File: src/rtl/fifo8_pkg.sv
`default_nettype none
// ============================================================================
// Package  : fifo8_pkg
// Desc     : Shared sizing constants and state encodings for the 8-entry
//            FIFO control slice (fifo8_ctrl, fifo8_side_ctrl).
// Revision : 1.0 - initial release
// ============================================================================
package fifo8_pkg;

  // Storage geometry: depth must match the storage array it drives.
  localparam int c_DEPTH = 8;
  localparam int c_CNT_W = 4;

  // Default almost-full / almost-empty thresholds.
  localparam int c_AF_LEVEL = 6;
  localparam int c_AE_LEVEL = 2;

  // Global controller state.
  typedef enum logic [0:0] {
    G_INIT = 1'b0,
    G_RUN  = 1'b1
  } gstate_t;

  // Write-side view of a pointer engine.
  typedef enum logic [0:0] {
    W_RUN  = 1'b0,
    W_WRAP = 1'b1
  } wstate_t;

  // Read-side view of a pointer engine.
  typedef enum logic [0:0] {
    R_RUN  = 1'b0,
    R_WRAP = 1'b1
  } rstate_t;

  // Generic encoding used inside the shared side engine; matches both views.
  typedef enum logic [0:0] {
    S_RUN  = 1'b0,
    S_WRAP = 1'b1
  } side_state_t;

endpackage : fifo8_pkg
`default_nettype wire

File: src/rtl/fifo8_side_ctrl.sv
`default_nettype none
// ============================================================================
// Module   : fifo8_side_ctrl
// Desc     : One pointer side (write or read) of the FIFO controller: a
//            shadow pointer plus a RUN/WRAP FSM. After an operation at the
//            last slot the side spends one cycle in WRAP, during which the
//            storage pointer is cleared and no operation is allowed.
// Revision : 1.0 - initial release
// ============================================================================
module fifo8_side_ctrl
  import fifo8_pkg::*;
#(
  parameter int DEPTH = c_DEPTH,
  parameter int PTR_W = $clog2(c_DEPTH)
) (
  input  logic clk,
  input  logic rst,
  input  logic i_clr,     // global INIT or flush: return to RUN at slot 0
  input  logic i_op_ok,   // everything outside this side permits an operation
  input  logic i_req,     // requester wants an operation this cycle
  output logic o_ready,   // operation would be accepted if requested
  output logic o_fire,    // operation accepted this cycle
  output logic o_wrap     // WRAP cycle: storage pointer clear
);

  localparam logic [PTR_W-1:0] c_LAST = PTR_W'(DEPTH - 1);

  side_state_t      r_state;
  logic [PTR_W-1:0] r_ptr;

  assign o_ready = (r_state == S_RUN) && i_op_ok;
  assign o_fire  = o_ready && i_req;
  assign o_wrap  = (r_state == S_WRAP);

  // Shadow pointer and RUN/WRAP sequencing.
  always_ff @(posedge clk) begin
    if (rst || i_clr) begin
      r_state <= S_RUN;
      r_ptr   <= '0;
    end else begin
      case (r_state)
        S_RUN: begin
          if (o_fire) begin
            if (r_ptr == c_LAST) begin
              // Hold at the last slot; the WRAP cycle zeroes it.
              r_state <= S_WRAP;
            end else begin
              r_ptr <= r_ptr + PTR_W'(1);
            end
          end
        end
        S_WRAP: begin
          r_state <= S_RUN;
          r_ptr   <= '0;
        end
        default: begin
          r_state <= S_RUN;
          r_ptr   <= '0;
        end
      endcase
    end
  end

endmodule : fifo8_side_ctrl
`default_nettype wire

File: src/rtl/fifo8_ctrl.sv
`default_nettype none
// ============================================================================
// Module   : fifo8_ctrl
// Desc     : Handshake-to-strobe controller for an 8 x 9 FIFO storage block.
//            Generates write/read enables, pointer increments and pointer
//            clears, inserts one-cycle wrap clears for the storage's linear
//            pointers, and tracks occupancy with registered flags.
// Options  : FIFO8_CTRL_ALMOST_EN adds registered almost_full/almost_empty.
// Revision : 1.0 - initial release
// ============================================================================
module fifo8_ctrl
  import fifo8_pkg::*;
#(
  parameter int DEPTH = c_DEPTH,
  parameter int CNT_W = c_CNT_W
`ifdef FIFO8_CTRL_ALMOST_EN
  ,
  parameter int AF_LEVEL = c_AF_LEVEL,
  parameter int AE_LEVEL = c_AE_LEVEL
`endif
) (
  input  logic             clk,
  input  logic             rst,
  input  logic             push_valid,
  output logic             push_ready,
  input  logic             pop_req,
  input  logic             flush,
  output logic             wren,
  output logic             WrInc,
  output logic             rden,
  output logic             RdInc,
  output logic             WrPtrClr,
  output logic             RdPtrClr,
  output logic             rd_valid,
  output logic [CNT_W-1:0] count,
  output logic             full,
  output logic             empty
`ifdef FIFO8_CTRL_ALMOST_EN
  ,
  output logic             almost_full,
  output logic             almost_empty
`endif
);

  localparam logic [CNT_W-1:0] c_FULL_CNT = CNT_W'(DEPTH);

  gstate_t          r_gstate;
  logic [CNT_W-1:0] r_count;
  logic             r_full;
  logic             r_empty;
  logic             r_rd_valid;

  logic             w_init;
  logic             w_wr_ok;
  logic             w_rd_ok;
  logic             w_side_clr;
  logic             w_wr_ready;
  logic             w_wr_fire;
  logic             w_wr_wrap;
  logic             w_rd_ready;
  logic             w_rd_fire;
  logic             w_rd_wrap;
  wstate_t          w_wstate;
  rstate_t          w_rstate;
  logic [CNT_W-1:0] w_count_nxt;

  // Reset is treated as INIT so outputs are defined while rst is held.
  assign w_init     = rst || (r_gstate == G_INIT);
  assign w_wr_ok    = !w_init && !r_full  && !flush;
  assign w_rd_ok    = !w_init && !r_empty && !flush;
  assign w_side_clr = w_init || flush;

  fifo8_side_ctrl #(
    .DEPTH (DEPTH),
    .PTR_W ($clog2(DEPTH))
  ) u_wr_side (
    .clk     (clk),
    .rst     (rst),
    .i_clr   (w_side_clr),
    .i_op_ok (w_wr_ok),
    .i_req   (push_valid),
    .o_ready (w_wr_ready),
    .o_fire  (w_wr_fire),
    .o_wrap  (w_wr_wrap)
  );

  fifo8_side_ctrl #(
    .DEPTH (DEPTH),
    .PTR_W ($clog2(DEPTH))
  ) u_rd_side (
    .clk     (clk),
    .rst     (rst),
    .i_clr   (w_side_clr),
    .i_op_ok (w_rd_ok),
    .i_req   (pop_req),
    .o_ready (w_rd_ready),
    .o_fire  (w_rd_fire),
    .o_wrap  (w_rd_wrap)
  );

  assign w_wstate = w_wr_wrap ? W_WRAP : W_RUN;
  assign w_rstate = w_rd_wrap ? R_WRAP : R_RUN;

  // Storage strobes. Ready already excludes WRAP, so an enable can never
  // coincide with its own side's pointer clear.
  assign push_ready = w_wr_ready;
  assign wren       = w_wr_fire;
  assign WrInc      = w_wr_fire;
  assign rden       = w_rd_fire && (w_rstate == R_RUN);
  assign RdInc      = rden;
  assign WrPtrClr   = w_init || (w_wstate == W_WRAP);
  assign RdPtrClr   = w_init || (w_rstate == R_WRAP);

  assign rd_valid = r_rd_valid;
  assign count    = r_count;
  assign full     = r_full;
  assign empty    = r_empty;

  // Next occupancy: cleared by INIT/flush, otherwise +1/-1/hold.
  always_comb begin
    w_count_nxt = r_count;
    if (w_init || flush) begin
      w_count_nxt = '0;
    end else if (w_wr_fire && !rden) begin
      w_count_nxt = r_count + CNT_W'(1);
    end else if (rden && !w_wr_fire) begin
      w_count_nxt = r_count - CNT_W'(1);
    end
  end

  // Global FSM: INIT lasts one cycle after reset or flush, then RUN.
  always_ff @(posedge clk) begin
    if (rst || flush) begin
      r_gstate <= G_INIT;
    end else begin
      case (r_gstate)
        G_INIT:  r_gstate <= G_RUN;
        G_RUN:   r_gstate <= G_RUN;
        default: r_gstate <= G_INIT;
      endcase
    end
  end

  // Registered occupancy and full/empty flags.
  always_ff @(posedge clk) begin
    if (rst) begin
      r_count <= '0;
      r_full  <= 1'b0;
      r_empty <= 1'b1;
    end else begin
      r_count <= w_count_nxt;
      r_full  <= (w_count_nxt == c_FULL_CNT);
      r_empty <= (w_count_nxt == '0);
    end
  end

  // Read data is valid the cycle after an accepted pop.
  always_ff @(posedge clk) begin
    if (rst) begin
      r_rd_valid <= 1'b0;
    end else begin
      r_rd_valid <= rden;
    end
  end

`ifdef FIFO8_CTRL_ALMOST_EN
  localparam logic [CNT_W-1:0] c_AF_CNT = CNT_W'(AF_LEVEL);
  localparam logic [CNT_W-1:0] c_AE_CNT = CNT_W'(AE_LEVEL);

  logic r_almost_full;
  logic r_almost_empty;

  assign almost_full  = r_almost_full;
  assign almost_empty = r_almost_empty;

  // Threshold flags track the same next-count as full/empty.
  always_ff @(posedge clk) begin
    if (rst) begin
      r_almost_full  <= 1'b0;
      r_almost_empty <= 1'b1;
    end else begin
      r_almost_full  <= (w_count_nxt >= c_AF_CNT);
      r_almost_empty <= (w_count_nxt <= c_AE_CNT);
    end
  end
`endif

endmodule : fifo8_ctrl
`default_nettype wire

File: config.mk
export PLATFORM = sky130hd
export DESIGN_NAME = fifo8_ctrl
export DESIGN_NICKNAME = d
export VERILOG_FILES = /design/src/rtl/fifo8_pkg.sv /design/src/rtl/fifo8_side_ctrl.sv /design/src/rtl/fifo8_ctrl.sv
export SDC_FILE = /design/constraint.sdc
export NUM_CORES = 1
export LEC_CHECK = 0
export BUFFER_PORTS_ARGS = -buffer_cell sky130_fd_sc_hd__buf_2
export CAP_MARGIN = 20
export CORE_AREA = 2 2 47 67
export CTS_CLUSTER_SIZE = 28
export DETAILED_ROUTE_END_ITERATION = 12
export DIE_AREA = 0 0 49 69
export GPL_TIMING_DRIVEN = 0
export HOLD_SLACK_MARGIN = 0.03
export SLEW_MARGIN = 20
export SYNTH_ARGS = -nofsm -noshare
export SYNTH_HDL_FRONTEND = slang
export SYNTH_SLANG_ARGS = --single-unit
File: constraint.sdc
create_clock -name clk -period 4.4 [get_ports clk]
set_input_delay 0.88 -clock clk [delete_from_list [all_inputs] [get_ports clk]]
set_output_delay 0.88 -clock clk [all_outputs]
set_load 0.005 [all_outputs]
; Yosys cells after proc, flatten, opt, wreduce, memory -nomap -nowiden
; Cells that the tools add are included.
[classes]
add_sub_neg = 4
mul = 0
div = 0
n_lt_le_gt_ge = 0
eq_ne = 7
shift = 0
n_mux = 18
bitwise_logic = 4
n_reduce_logical = 26
[op_table]
columns = operator, count
row1 = $mux W3, 4
row2 = $mux W4, 3
row3 = $pmux W3 S2, 2
row4 = $logic_and A1 B1 Y1, 11
row5 = $ne A2 B2 Y1 const B, 4
row6 = $mux W1, 7
row7 = $add A3 B1 Y3 const B, 2
row8 = $eq A3 B3 Y1 const B, 2
row9 = $logic_not A1 Y1, 6
row10 = $logic_or A1 B1 Y1, 6
row11 = $add A4 B1 Y4 const B, 1
row12 = $eq A4 B4 Y1 const B, 1
row13 = $logic_not A4 Y1, 1
row14 = $not A1 Y1, 4
row15 = $pmux W1 S2, 2
row16 = $reduce_and A2 Y1, 2
row17 = $sub A4 B1 Y4 const B, 1
[totals]
reg_bits = 16
latchBits = 0
ram_bits = 0
rom_bits = 0
input_bits = 5
output_inout_bits = 14
word_cells = 68
n_memories = 0

; Logic depth before layout (Yosys ltp)
[logic_depth]
ltp_word = 13
mapped_depth = 6

; Modules after synthesis
; A second synthesis with hierarchy kept.
[hier_totals]
hier_cells = 93
area_unflattened_um2 = 999.7
[by_module_without_submodules]
columns = module, n_inst, cells_each, area_each_um2
row1 = fifo8_side_ctrl, 2, 21, 256.5
row2 = fifo8_ctrl, 1, 51, 486.7

; Least setup slack after synthesis
; No wires, ideal clock.
[synth_timing]
kind = input to output
startpoint = input pop_req
endpoint = output rden
t_arrival_ps = 1655
required_time_ps = 3520
setup_slack_ps = 1865
cell_stages = 4
path_buffers = 2
path_cell_list = or3b_1 -> buf_2 -> nor2_1 -> buf_4
[synth_between]
elab_chain_cells = 2
[synth_lines]
columns = item, line_no
row1 = "start, declared", fifo8_ctrl.sv:26  ; input logic pop_req,
row2 = $logic_and A1 B1 Y1, fifo8_side_ctrl.sv:32  ; assign o_fire = o_ready && i_req;
row3 = $logic_and A1 B1 Y1, fifo8_ctrl.sv:109  ; assign rden = w_rd_fire && (w_rstate == R_RUN);
row4 = "end, declared", fifo8_ctrl.sv:30  ; output logic rden,
; No other way between the ends.

; Worst setup path after layout
[layout_timing]
startpoint = input rst
endpoint = output push_ready
[layout_between]
elab_chain_cells = 5
[layout_lines]
columns = item, line_no
row1 = "start, declared", fifo8_ctrl.sv:23  ; input logic rst,
row2 = $logic_or A1 B1 Y1, fifo8_ctrl.sv:68  ; assign w_init = rst || (r_gstate == G_INIT);
row3 = $logic_not A1 Y1, fifo8_ctrl.sv:69  ; assign w_wr_ok = !w_init && !r_full && !flush;
row4 = $logic_and A1 B1 Y1 (2 in a row), fifo8_ctrl.sv:69
row5 = $logic_and A1 B1 Y1, fifo8_side_ctrl.sv:31  ; assign o_ready = (r_state == S_RUN) && i_op_ok;
row6 = "end, declared", fifo8_ctrl.sv:25  ; output logic push_ready,
; No other way between the ends.

==> results.sh <==
export IMPL_drive_above_1_share=0.3269
export IMPL_clock_root_buffer="clkbuf_8"
export IMPL_synth_ff_type="dfxtp_1"
export IMPL_drv_slew=0
export IMPL_fin_crit_ns=2.889
export IMPL_place_inst=138
export IMPL_start_util=0.2909
export IMPL_synth_edff_count=0
export IMPL_slowest_delay_ns=0.30
export IMPL_cts_buffers_inserted=3
export IMPL_setup_viol=0
export IMPL_crit_path_end_kind="output pin"
export IMPL_antenna_found_initial=0
export IMPL_fin_cells=141
export IMPL_yosys_warnings=0
export IMPL_num_vias=677
export IMPL_finalCritPeriodShare=0.6565
export IMPL_tns_ns=0
export IMPL_start_kind="input port"
export IMPL_cp_slowest_cell="clkbuf_1"
export IMPL_port_buffers=18
export IMPL_synth_top_area_frac=0.3945
export IMPL_nets=117
export IMPL_ir_drop_mv=0.1196
export IMPL_via_per_inst=4.801
export IMPL_n_fill_cell=303
export IMPL_synth_seq_cells=16
export IMPL_num_rows=23
export IMPL_cp_required_ns=3.52
export IMPL_synthTopCellsByArea="dfxtp_1 39%, ha_1 9.2%, nor3_1 7.4%, mux2i_1 4.9%, xnor2_1 4.3%"
export IMPL_core_sq_um=2791
export IMPL_tightest_slew_ns=0.4789
export IMPL_syn_area_sq_um=812.0
export IMPL_drv_cap=0
export IMPL_drt_pass1_iterations=4
export IMPL_critPathMaxFanout=10
export IMPL_die_h_um=69
export IMPL_power_uw=270.7
export IMPL_clk_latency_ns=0.24
export IMPL_rsz0062_at_grt="false"
export IMPL_cts_setup_buffers=0
export IMPL_wl_mm=1.524
export IMPL_run_status="finished clean"
export IMPL_netlist_instances=83
export IMPL_ff2ff_setup_slack_ns=2.56
export IMPL_hpwl_mm=1.222
export IMPL_multi_input_area_sq_um=460.4
export IMPL_cts_htree_levels=1
export IMPL_ys_types=31
export IMPL_grt_ovfl_total=0
export IMPL_grt_max_degree=11
export IMPL_p_leak_uw=0.0004254
export IMPL_fin_worst_skew_ns=0.0005645
export IMPL_crit_chain="buf_2 -> nor2_1 -> nand2_1 -> clkbuf_1 -> nor3_1 -> buf_2"
export IMPL_ctsResizeCount=0
export IMPL_hold_viol_final=0
export IMPL_gp_congestion=0.7352
export IMPL_arrival_ns=2.01
export IMPL_ff2ff_path_depth=5
export IMPL_power_density_nw_per_um2=273.5
export IMPL_track_usage=0.1035
export IMPL_hold_path_class="reg2reg"
export IMPL_synth_avg_cell_area_sq_um=9.783
export IMPL_holdBufCountCts=0
export IMPL_synth_top_area_cell="dfxtp_1"
export IMPL_avgRoutedWirePerCell_um=10.81
export IMPL_ios=19
export IMPL_area_growth_syn_to_layout_pct=21.88
export IMPL_clkTransAtPathRegs_ns=0.06
export IMPL_n_antenna_cell=0
export IMPL_slew_headroom=0.6807
export IMPL_ys_top_cells_by_count="16 x dfxtp_1, 12 x nor3_1, 9 x nor2_1, 6 x ha_1"
export IMPL_cts_buffer_depth=2
export IMPL_synth_seq_area_share=0.3945
export IMPL_cts_tree="built"
export IMPL_hold_path_depth=2
export IMPL_dieArea_sq_um=3381
export IMPL_clock_sinks=16
export IMPL_ant_nets=0
export IMPL_fmax_mhz=346.2
export IMPL_worstSetupPathType="in2out"
export IMPL_grt_pass1_vias=647
export IMPL_yosysMostFrequentCell="dfxtp_1"
export IMPL_die_w_um=49
export IMPL_drt_initial_drc_count=15
export IMPL_drc=0
export IMPL_ys_async_sr_fraction=0
export IMPL_synth_fp_nets=94
export IMPL_grt_pass1_wl_mm=2.746
export IMPL_crit_path_frequent_cell="buf_2"
export IMPL_regArea_sq_um=320.3
==> per-stage QoR <==
step / cell area (sq um) / setup WS [ns] / hold WS, ns / utilization
floorplan: 812.0 / 1.865 / 0.4734 / -
global placement: 948.4 / 1.501 / 0.5174 / 0.3398
detailed placement: 948.4 / 1.477 / 0.5264 / 0.3398
CTS: 989.7 / 1.475 / 0.5371 / 0.3546
global route: 989.7 / 1.349 / 0.5710 / 0.3546
finish: 989.7 / 1.511 / 0.5313 / 0.3546
==> logic make-up (layout without fill, tap and decap cells) <==
logic type                 count (synthesis)  count (layout)  share of synthesized area
and+or+nand+nor                           40              40                     0.3036
buffers and inverters                      6              27                    0.03851
muxes                                      5               5                    0.06318
adders and majority gates                  6               6                    0.09245
DFF                                       16              16                     0.3945
xor gates and xnor gates                   4               4                    0.04314
AOI/OAI and AO/OA                          6               6                    0.06470
==> flip-flops by register name, summed over array words and instances, names as in the netlist <==
register and flops:
empty 1, u_rd_side.o_wrap 1, u_rd_side.r_ptr 3, u_wr_side.o_wrap 1, count 4, rd_valid 1, full 1, r_gstate 1
u_wr_side.r_ptr 3
==> placed cells by master (no fill, tap or decap), types with 2 or more instances in the layout <==
master,n
or3b_2,2
buf_4,2
ha_1,6
nor3_1,12
inv_1,2
xnor2_1,4
nand2_1,2
nor3b_2,2
clkbuf_8,3
buf_2,19
and2_1,2
dfxtp_1,16
mux2i_1,4
nor2_1,9
or3b_1,2
==> critical path, delay by kind of cell <==
kind	cells	cell delay [ns]
AND/OR/NAND/NOR	3	0.59
buffers and inverters	3	0.55
==> metal layers <==
metal  up-vias  part of all wire  routed length, um  GRT usage
met2        31              0.50                759     0.1705
met1       306              0.40                613     0.1151
li1        336                 -                  -          -
met5         -                 0                  0          0
met3         4             0.074                113    0.02165
met4         0             0.025                 38    0.07619
==> power breakdown <==
part / total [uW] / leakage (uW) / switching [uW] / internal (uW)
clock: 107 / 0.0000216 / 46.1 / 60.6
sequential: 147 / 0.000129 / 1.17 / 146
combinational: 16.8 / 0.000275 / 8.78 / 8.03
total: 271 / 0.000425 / 56.1 / 215
==> final timing paths <==
check | endpoint | start
max reg2reg | empty$_SDFF_PP1_ | u_wr_side.o_wrap$_SDFF_PP0_
max | push_ready | rst
min | u_wr_side.r_ptr[2]$_SDFFE_PP0P_ | u_wr_side.r_ptr[2]$_SDFFE_PP0P_
min reg2reg | u_wr_side.r_ptr[2]$_SDFFE_PP0P_ | u_wr_side.r_ptr[2]$_SDFFE_PP0P_
==> final cells by class <==
class,instances,area share
multi-input combinational,61,0.4652
sequential,16,0.3236
timing repair buffer,18,0.09102
tap,37,0.04678
clock buffer,3,0.04172
buffer,4,0.02402
inverter,2,0.007585
Power figures use the tool's default switching activity.
